[src/rtl/stage1_operand_fetch.sv]
// Stage-1 operand fetch: resolves an operand from RAM, RAM-indirect,
// an input device or a constant, with optional request timeout.
module stage1_operand_fetch #(
    parameter int DATA_WIDTH     = 32,
    parameter int ADDR_WIDTH     = 16,
    parameter int IO_ADDR_WIDTH  = 8,
    parameter int SRC_WIDTH      = 8,
    parameter int TIMEOUT_CYCLES = 16
) (
    input  logic                     clk,
    input  logic                     reset_n,
    input  logic                     in_valid,
    output logic                     in_ready,
    input  logic [1:0]               mblock_s1,
    input  logic [SRC_WIDTH-1:0]     vr_source,
    output logic                     ram_req,
    output logic [ADDR_WIDTH-1:0]    ram_address,
    input  logic                     ram_ack,
    input  logic [DATA_WIDTH-1:0]    ram_value,
    output logic                     io_req,
    output logic [IO_ADDR_WIDTH-1:0] input_devices_address,
    input  logic                     io_ack,
    input  logic [DATA_WIDTH-1:0]    input_devices_value,
    output logic                     out_valid,
    input  logic                     out_ready,
    output logic [DATA_WIDTH-1:0]    vr_value,
    output logic                     out_error
);

    localparam int CW = (TIMEOUT_CYCLES > 1) ? $clog2(TIMEOUT_CYCLES) : 1;
    localparam logic [CW-1:0] CNT_LAST =
        CW'((TIMEOUT_CYCLES > 0) ? TIMEOUT_CYCLES - 1 : 0);

    typedef enum logic [2:0] {
        IDLE,
        RAM_WAIT,
        PTR_WAIT,
        IO_WAIT,
        OUT
    } state_t;

    state_t          state;
    logic [CW-1:0]   cnt;
    logic            ptr_skip;
    logic            ram_hit;
    logic            io_hit;
    logic            expired;

    // The first cycle after a pointer load still carries the pointer read's ack.
    assign ram_hit  = ram_req && ram_ack && !ptr_skip;
    assign io_hit   = io_req && io_ack;
    assign expired  = (TIMEOUT_CYCLES != 0) && (cnt == CNT_LAST);
    assign in_ready = (state == IDLE);

    always_ff @(posedge clk or negedge reset_n) begin
        if (!reset_n) begin
            state                 <= IDLE;
            cnt                   <= '0;
            ptr_skip              <= 1'b0;
            ram_req               <= 1'b0;
            io_req                <= 1'b0;
            out_valid             <= 1'b0;
            out_error             <= 1'b0;
            vr_value              <= '0;
            ram_address           <= '0;
            input_devices_address <= '0;
        end else begin
            unique case (state)
                IDLE: begin
                    if (in_valid) begin
                        cnt       <= '0;
                        ptr_skip  <= 1'b0;
                        out_error <= 1'b0;
                        unique case (mblock_s1)
                            2'd0: begin
                                state       <= RAM_WAIT;
                                ram_req     <= 1'b1;
                                ram_address <= ADDR_WIDTH'(vr_source);
                            end
                            2'd1: begin
                                state       <= PTR_WAIT;
                                ram_req     <= 1'b1;
                                ram_address <= ADDR_WIDTH'(vr_source);
                            end
                            2'd2: begin
                                state  <= IO_WAIT;
                                io_req <= 1'b1;
                                input_devices_address <=
                                    IO_ADDR_WIDTH'(vr_source);
                            end
                            2'd3: begin
                                state     <= OUT;
                                out_valid <= 1'b1;
                                vr_value  <= DATA_WIDTH'(vr_source);
                            end
                        endcase
                    end
                end
                RAM_WAIT: begin
                    if (ram_hit) begin
                        state     <= OUT;
                        ram_req   <= 1'b0;
                        out_valid <= 1'b1;
                        vr_value  <= ram_value;
                    end else if (expired) begin
                        state     <= OUT;
                        ram_req   <= 1'b0;
                        ptr_skip  <= 1'b0;
                        out_valid <= 1'b1;
                        out_error <= 1'b1;
                        vr_value  <= '0;
                    end else begin
                        cnt      <= cnt + 1'b1;
                        ptr_skip <= 1'b0;
                    end
                end
                PTR_WAIT: begin
                    if (ram_hit) begin
                        state       <= RAM_WAIT;
                        cnt         <= '0;
                        ptr_skip    <= 1'b1;
                        ram_address <= ram_value[ADDR_WIDTH-1:0];
                    end else if (expired) begin
                        state     <= OUT;
                        ram_req   <= 1'b0;
                        out_valid <= 1'b1;
                        out_error <= 1'b1;
                        vr_value  <= '0;
                    end else begin
                        cnt <= cnt + 1'b1;
                    end
                end
                IO_WAIT: begin
                    if (io_hit) begin
                        state     <= OUT;
                        io_req    <= 1'b0;
                        out_valid <= 1'b1;
                        vr_value  <= input_devices_value;
                    end else if (expired) begin
                        state     <= OUT;
                        io_req    <= 1'b0;
                        out_valid <= 1'b1;
                        out_error <= 1'b1;
                        vr_value  <= '0;
                    end else begin
                        cnt <= cnt + 1'b1;
                    end
                end
                OUT: begin
                    if (out_ready) begin
                        state     <= IDLE;
                        out_valid <= 1'b0;
                    end
                end
                default: begin
                    state <= IDLE;
                end
            endcase
        end
    end

endmodule

[config.mk]
export PLATFORM = sky130hd
export DESIGN_NAME = stage1_operand_fetch
export DESIGN_NICKNAME = d
export VERILOG_FILES = /design/src/rtl/stage1_operand_fetch.sv
export SDC_FILE = /design/constraint.sdc
export NUM_CORES = 1
export LEC_CHECK = 0
export BUFFER_PORTS_ARGS = -buffer_cell sky130_fd_sc_hd__buf_4
export CAP_MARGIN = 20
export CORE_MARGIN = 2
export CORE_UTILIZATION = 51
export DETAILED_ROUTE_END_ITERATION = 12
export HOLD_SLACK_MARGIN = 0.1
export PLACE_DENSITY = 0.83
export SYNTH_ARGS = -nofsm -noshare
export SYNTH_HDL_FRONTEND = slang
export SYNTH_SLANG_ARGS = --single-unit
[constraint.sdc]
create_clock -name clk -period 3.8 [get_ports clk]
set_clock_uncertainty 0.15 [all_clocks]
set_input_delay 0.19 -clock clk [delete_from_list [all_inputs] [get_ports clk]]
set_output_delay 0.19 -clock clk [all_outputs]
set_load 0.005 [all_outputs]
# Word-level counts from Yosys, hierarchy flattened
# Index checks and enable logic that the tools add are counted.
dict set report word_totals {
  reg_bits 68
  inputBits 80
  wordCells 106
}
dict set report classes {
  reduce_logical 24
  n_mux 52
  add_sub_neg 1
  n_eq_ne 19
}
# operator count
set ops {}
lappend ops {{32-bit two-way mux} 6}
lappend ops {{32-bit case mux with 4 select lines} 1}
lappend ops {{16-bit two-way mux} 3}
lappend ops {{16-bit case mux with 2 select lines} 1}
lappend ops {{4-bit AND reduction} 7}
lappend ops {{1-bit two-way mux} 22}
lappend ops {{4-bit two-way mux} 5}
lappend ops {{3-bit two-way mux} 6}
lappend ops {{2-bit != test (second input constant)} 8}
lappend ops {{4-bit case mux with 4 select lines} 1}
lappend ops {{3-bit case mux with 5 select lines} 1}
lappend ops {{3-bit case mux with 4 select lines} 1}
lappend ops {{1-bit case mux with 3 select lines} 3}
lappend ops {{3-bit by 2-bit equality test with 1-bit output (second input constant)} 2}
lappend ops {{3-bit nonzero test} 2}
lappend ops {{1-bit case mux with 5 select lines} 1}
lappend ops {{5-bit AND reduction} 1}
lappend ops {{5-bit nonzero test} 1}
lappend ops {{4-bit by 1-bit adder with 4-bit output (second input constant)} 1}
lappend ops {{2-bit equality test (second input constant)} 2}
lappend ops {{4-bit equality test (second input constant)} 1}
lappend ops {{2-bit by 1-bit != test with 1-bit output (second input constant)} 2}
lappend ops {{2-bit nonzero test} 2}
lappend ops {{4-bit nonzero test} 1}
lappend ops {{other kinds (12)} 15}

# Logic depth before layout (Yosys ltp)
dict set report logic_depth {
  depth_word 5
  ltp_mapped 8
  depth_no_buf 6
}

# Worst setup path after synthesis
# OpenSTA, ideal clock, no wires.
dict set report synth_path {
  path_kind {reg2reg}
  start {reg cnt[0]}
  end {reg out_valid}
  path_stages_with_launch 7
  t_arrival_ns 1.773
  path_slack_ns 1.752
  n_path_buf 1
  setup_time_ns 0.125
  required_ns 3.525
  cell_sequence {dfrtp_1 > ha_1 > and3_1 > clkbuf_1 > or3_1 > a211o_1 > mux2_2}
}
dict set report synth_between {
  elab_chain_len 4
  elab_cells_between_ends 6
}
# item line_no
set synth_rtl {}
lappend synth_rtl {{start, declared} 43} ;# logic [CW-1:0] cnt;
lappend synth_rtl {{start signal, assigned} 113} ;# cnt <= cnt + 1'b1;
lappend synth_rtl {{start signal, assigned} 130} ;# cnt <= cnt + 1'b1;
lappend synth_rtl {{start signal, assigned} 146} ;# cnt <= cnt + 1'b1;
lappend synth_rtl {{4-bit equality test (*)} 52} ;# assign expired = (TIMEOUT_CYCLES != 0) && (cnt == CNT_LAST);
lappend synth_rtl {{1-bit two-way mux (*)} -}
lappend synth_rtl {{1-bit two-way mux, on equally long branches} -}
lappend synth_rtl {{1-bit case mux with 5 select lines (*)} -}
lappend synth_rtl {{end signal, assigned} 62} ;# out_valid <= 1'b0;
lappend synth_rtl {{end signal, assigned} 93} ;# out_valid <= 1'b1;
lappend synth_rtl {{end signal, assigned} 103} ;# out_valid <= 1'b1;
lappend synth_rtl {{end, declared} 24} ;# output logic out_valid,
# Every way passes the cells marked *; elsewhere a longest branch is shown, timed or not. The select of a mux whose other input is x is not followed.
# A chain may end at the register's enable or synchronous reset.

# Worst setup path after layout
dict set report layout_path {
  start {reg state[0]}
  end {reg vr_value[24]}
}
dict set report layout_between {
  elab_chain_len 3
  elab_cells_between_ends 10
}
# item line_no
set layout_rtl {}
lappend layout_rtl {{start, declared} 42} ;# state_t state;
lappend layout_rtl {{start signal, assigned} 57} ;# state <= IDLE;
lappend layout_rtl {{start signal, assigned} 76} ;# state <= RAM_WAIT;
lappend layout_rtl {{start signal, assigned} 81} ;# state <= PTR_WAIT;
lappend layout_rtl {{3-bit by 2-bit equality test with 1-bit output, or another cell as far along} 68} ;# unique case (state)
lappend layout_rtl {{4-bit nonzero test (no source line), or another cell as far along} -}
lappend layout_rtl {{4-bit AND reduction (no source line)} -}
lappend layout_rtl {{end signal, assigned} 94} ;# vr_value <= DATA_WIDTH'(vr_source);
lappend layout_rtl {{end signal, assigned} 104} ;# vr_value <= ram_value;
lappend layout_rtl {{end signal, assigned} 138} ;# vr_value <= input_devices_value;
lappend layout_rtl {{end, declared} 26} ;# output logic [DATA_WIDTH-1:0] vr_value,
# Several ways; a longest one is shown, not always the timed one.

==> results.md <==
* CP Max Fanout at 19
* Clk root buf: clkbuf_8
* Fraction of layout cells with a size suffix above 1 at between 30% and 40%
* Critical Path Source: state[0]
* R2R Path Start: state[0]
* Global-route wire length before repair at just over 20000 µm
* Syn_nets at 439
* Avg Cell Area, Syn at between 9 and 10 µm²
* Die Span X at roughly 86 µm
* Min Tclk post-route at between 3 and 4 ns
* Most frequent cells after synthesis: 68 x dfrtp_1, 45 x inv_1, 36 x o21ai_0
* CP cell instances: nand3b_1 > nor2_2 > buf_4 > a22oi_1 > dlygate4sd3_1 > o21ai_0
* Post-CTS setup buffers at 0
* Initial antenna violation count at 0
* Total global routing overflow at 0
* Unique masters post-synth at around 50
* Worst slew margin at 40.0%
* # setup viols final at 0
* WP data required at approximately 3.9 ns
* Max clock buf depth at 2
* Register area share after synthesis at between 40% and 50%
* Critical Path Slowest Stage Cell: dfrtp_1
* Final routed DRC violation total at 0
* Port bufs at 140
* WHS Path Cells at 3
* Number of synthesized flops with an enable pin at 0
* Clk slew on worst S/H paths at roughly 0.07 ns
* Detail Route Antenna Nets at 0
* Worst Hold Class: in2reg
* Reg2reg end: vr_value[24]
* Fillers at between 300 and 400
* 1st-pass router iterations at 5
* Post-synth ARST share at 100%
* R2R setup slack at slightly below 0.6 ns
* Final-report hold violation count at 0
* Flops & latches, synth at 68
* Setup crit end: vr_value[24]
* WS Path Type: reg2reg
* H-tree level count at 3
* Worst Setup End Kind: flop
* # nets final at around 640
* Dominant cells by area after synthesis: dfrtp_1 50%, a22oi_1 5.7%, o21ai_0 5.2%, inv_1 4.9%, mux2_2 3.3%
* Non-Filler Instances at around 640
* VDD IR max at around 450 µV
* Critical path depth at 6
* Initial Utilization at approximately 53%
* Synth top area share at 49.5%
* Diode count at 0
* Register-to-Register Path Depth at 6
* Top-count cell post-synth: dfrtp_1
* Total leakage power at 2.46 nW
* RSZ-0062 raised after global routing: no
* Peak Freq at ~310 MHz
* Syn-to-layout area delta at 57.2%
* CTS tree: yes
* Via count at around 3900
* Vias in the first global route at 3863
* Max cap viols at 0
* DP HPWL at around 7300 µm
* Clock sink count at slightly below 70
* Vias per Instance at between 6 and 7
* Syn Std Cell Area at 3430 µm²
* Largest net degree at the start of global routing at around 70
* Main synth FF type: dfrtp_1
* Die ar. at between 7000 and 8000 µm²
* Fin crit share at 84.4%
* All-layer global routing usage at between 30% and 40%
* Critical path buffers and inverters at 2
* 1st-iter DRT viols at 362
* Rows at 29
* Dpl cells at 549
* I/O Pins at around 140
* Final TNS setup at 0 ns
* Routed len/inst at 20.5 µm
* Synth area leader: dfrtp_1
* CP max stage delay at approximately 0.7 ns
* Largest delay contributor family on the critical path: buffers and inverters
* CP Launch Type: flop
* Status: completed
* DIE HEIGHT at between 80 and 90 µm
* Total power at between 3 and 4 mW
* Synth warn at 0
* Arr. time, crit path at about 3.3 ns
* Routability congestion estimate at roughly 0.95
* Core area at roughly 6400 µm²
* Power per cell area at 648 nW/µm²
* Routed wire length at 13000 µm
* Clk_lat worst skew at ~0.34 ns
* Post-CTS Hold Buffers at between 70 and 80
* Worst Tran Pin Value at roughly 0.90 ns
* Post_cts resized at 0
* Final Max Slew Viols at 0
* Gate Count Post-Synth at about 350
* CTS Buf Count at 9
per-stage QoR:
step | setup WS [ns] | util (%) | hold slack [ns] | cell area [µm²]
3_5_place_dp | 1.16 | 69.8 | 0.212 | 4490
4_1_cts | 0.810 | 84.1 | 0.132 | 5400
6_report | 0.594 | 84.1 | 0.138 | 5400
2_1_floorplan | 1.75 | - | -0.256 | 3430
5_1_grt | 0.470 | 84.1 | 0.159 | 5400
3_3_place_gp | 1.26 | 69.8 | 0.203 | 4490
final cells by class:
class	count	area, µm²	share of cell area (%)
sequential	68	1700	31.5
multi-input combinational	214	1430	26.6
tap	77	96.3	1.78
inverter	46	173	3.20
timing repair buffer	217	1810	33.5
clock inverter	2	35.0	0.649
clock buffer	13	149	2.76
power breakdown:
| part | total [mW] | internal (mW) | leakage, nW | switching [mW] |
|---|---|---|---|---|
| logic | 1.68 | 0.812 | 1.50 | 0.870 |
| registers | 1.22 | 0.988 | 0.868 | 0.236 |
| clock network | 0.594 | 0.318 | 0.0935 | 0.276 |
routing by layer:
layer | wire (µm) | GRT usage (%) | share of wire (%) | up-vias
li1 | - | - | - | 1658
met1 | 4860 | 45.0 | 37 | 1843
met2 | 6150 | 59.1 | 47 | 297
met3 | 1470 | 9.82 | 11 | 52
met4 | 561 | 15.6 | 4.3 | 0
met5 | 0 | 0 | 0 | -
sequential cells by signal, indices dropped and copies added, names as in the netlist:
signal / count
vr_value: 32
io_req: 1
ram_req: 1
ptr_skip: 1
input_devices_address: 8
out_error: 1
state: 3
ram_address: 16
cnt: 4
out_valid: 1
logic make-up after synthesis:
group,share of synthesized area (%)
AO/OA/AOI/OAI,23.3
AND/OR/NAND/NOR,12.4
buffers and inverters,8.92
flip-flops,49.5
multiplexers,3.28
adder cells (fa/ha/maj),2.55
worst min path at each step:
stage	start	endpoint	slack, ns
after CTS	input_devices_value[0]	vr_value[0]	0.13
after global routing	input_devices_value[0]	vr_value[0]	0.16
after global placement	reset_n	vr_value[28]	0.20
after detailed placement	reset_n	vr_value[28]	0.21
after floorplan	reset_n	cnt[0]	-0.26
final	input_devices_value[0]	vr_value[0]	0.14
worst register-to-register path, delay by kind of cell (launching register included):
family                 cells  cell delay (ns)
AOI/OAI and AO/OA          2             0.28
buffers and inverters      2             0.99
and+or+nand+nor            2             0.95
DFF                        1             0.70
cells in the final DEF (no fill, tap or decap), types with 2 or more instances in the layout:
cell type	instances
clkbuf_8	10
a21oi_1	6
and4_1	2
a22oi_1	26
nand3_1	14
clkbuf_1	3
dfrtp_1	68
nor3b_1	2
o22ai_2	2
nor3_1	4
nor2_1	21
mux2_2	10
a31oi_1	10
o21ai_0	36
nand2_1	21
inv_1	45
and3_1	2
ha_1	7
dlygate4sd3_1	73
o32ai_1	9
buf_4	144
nand3b_1	2
o21ai_1	4
or3_1	2
a22o_1	2
a221oi_1	8
No activity file was read; power rests on OpenSTA's default activity.
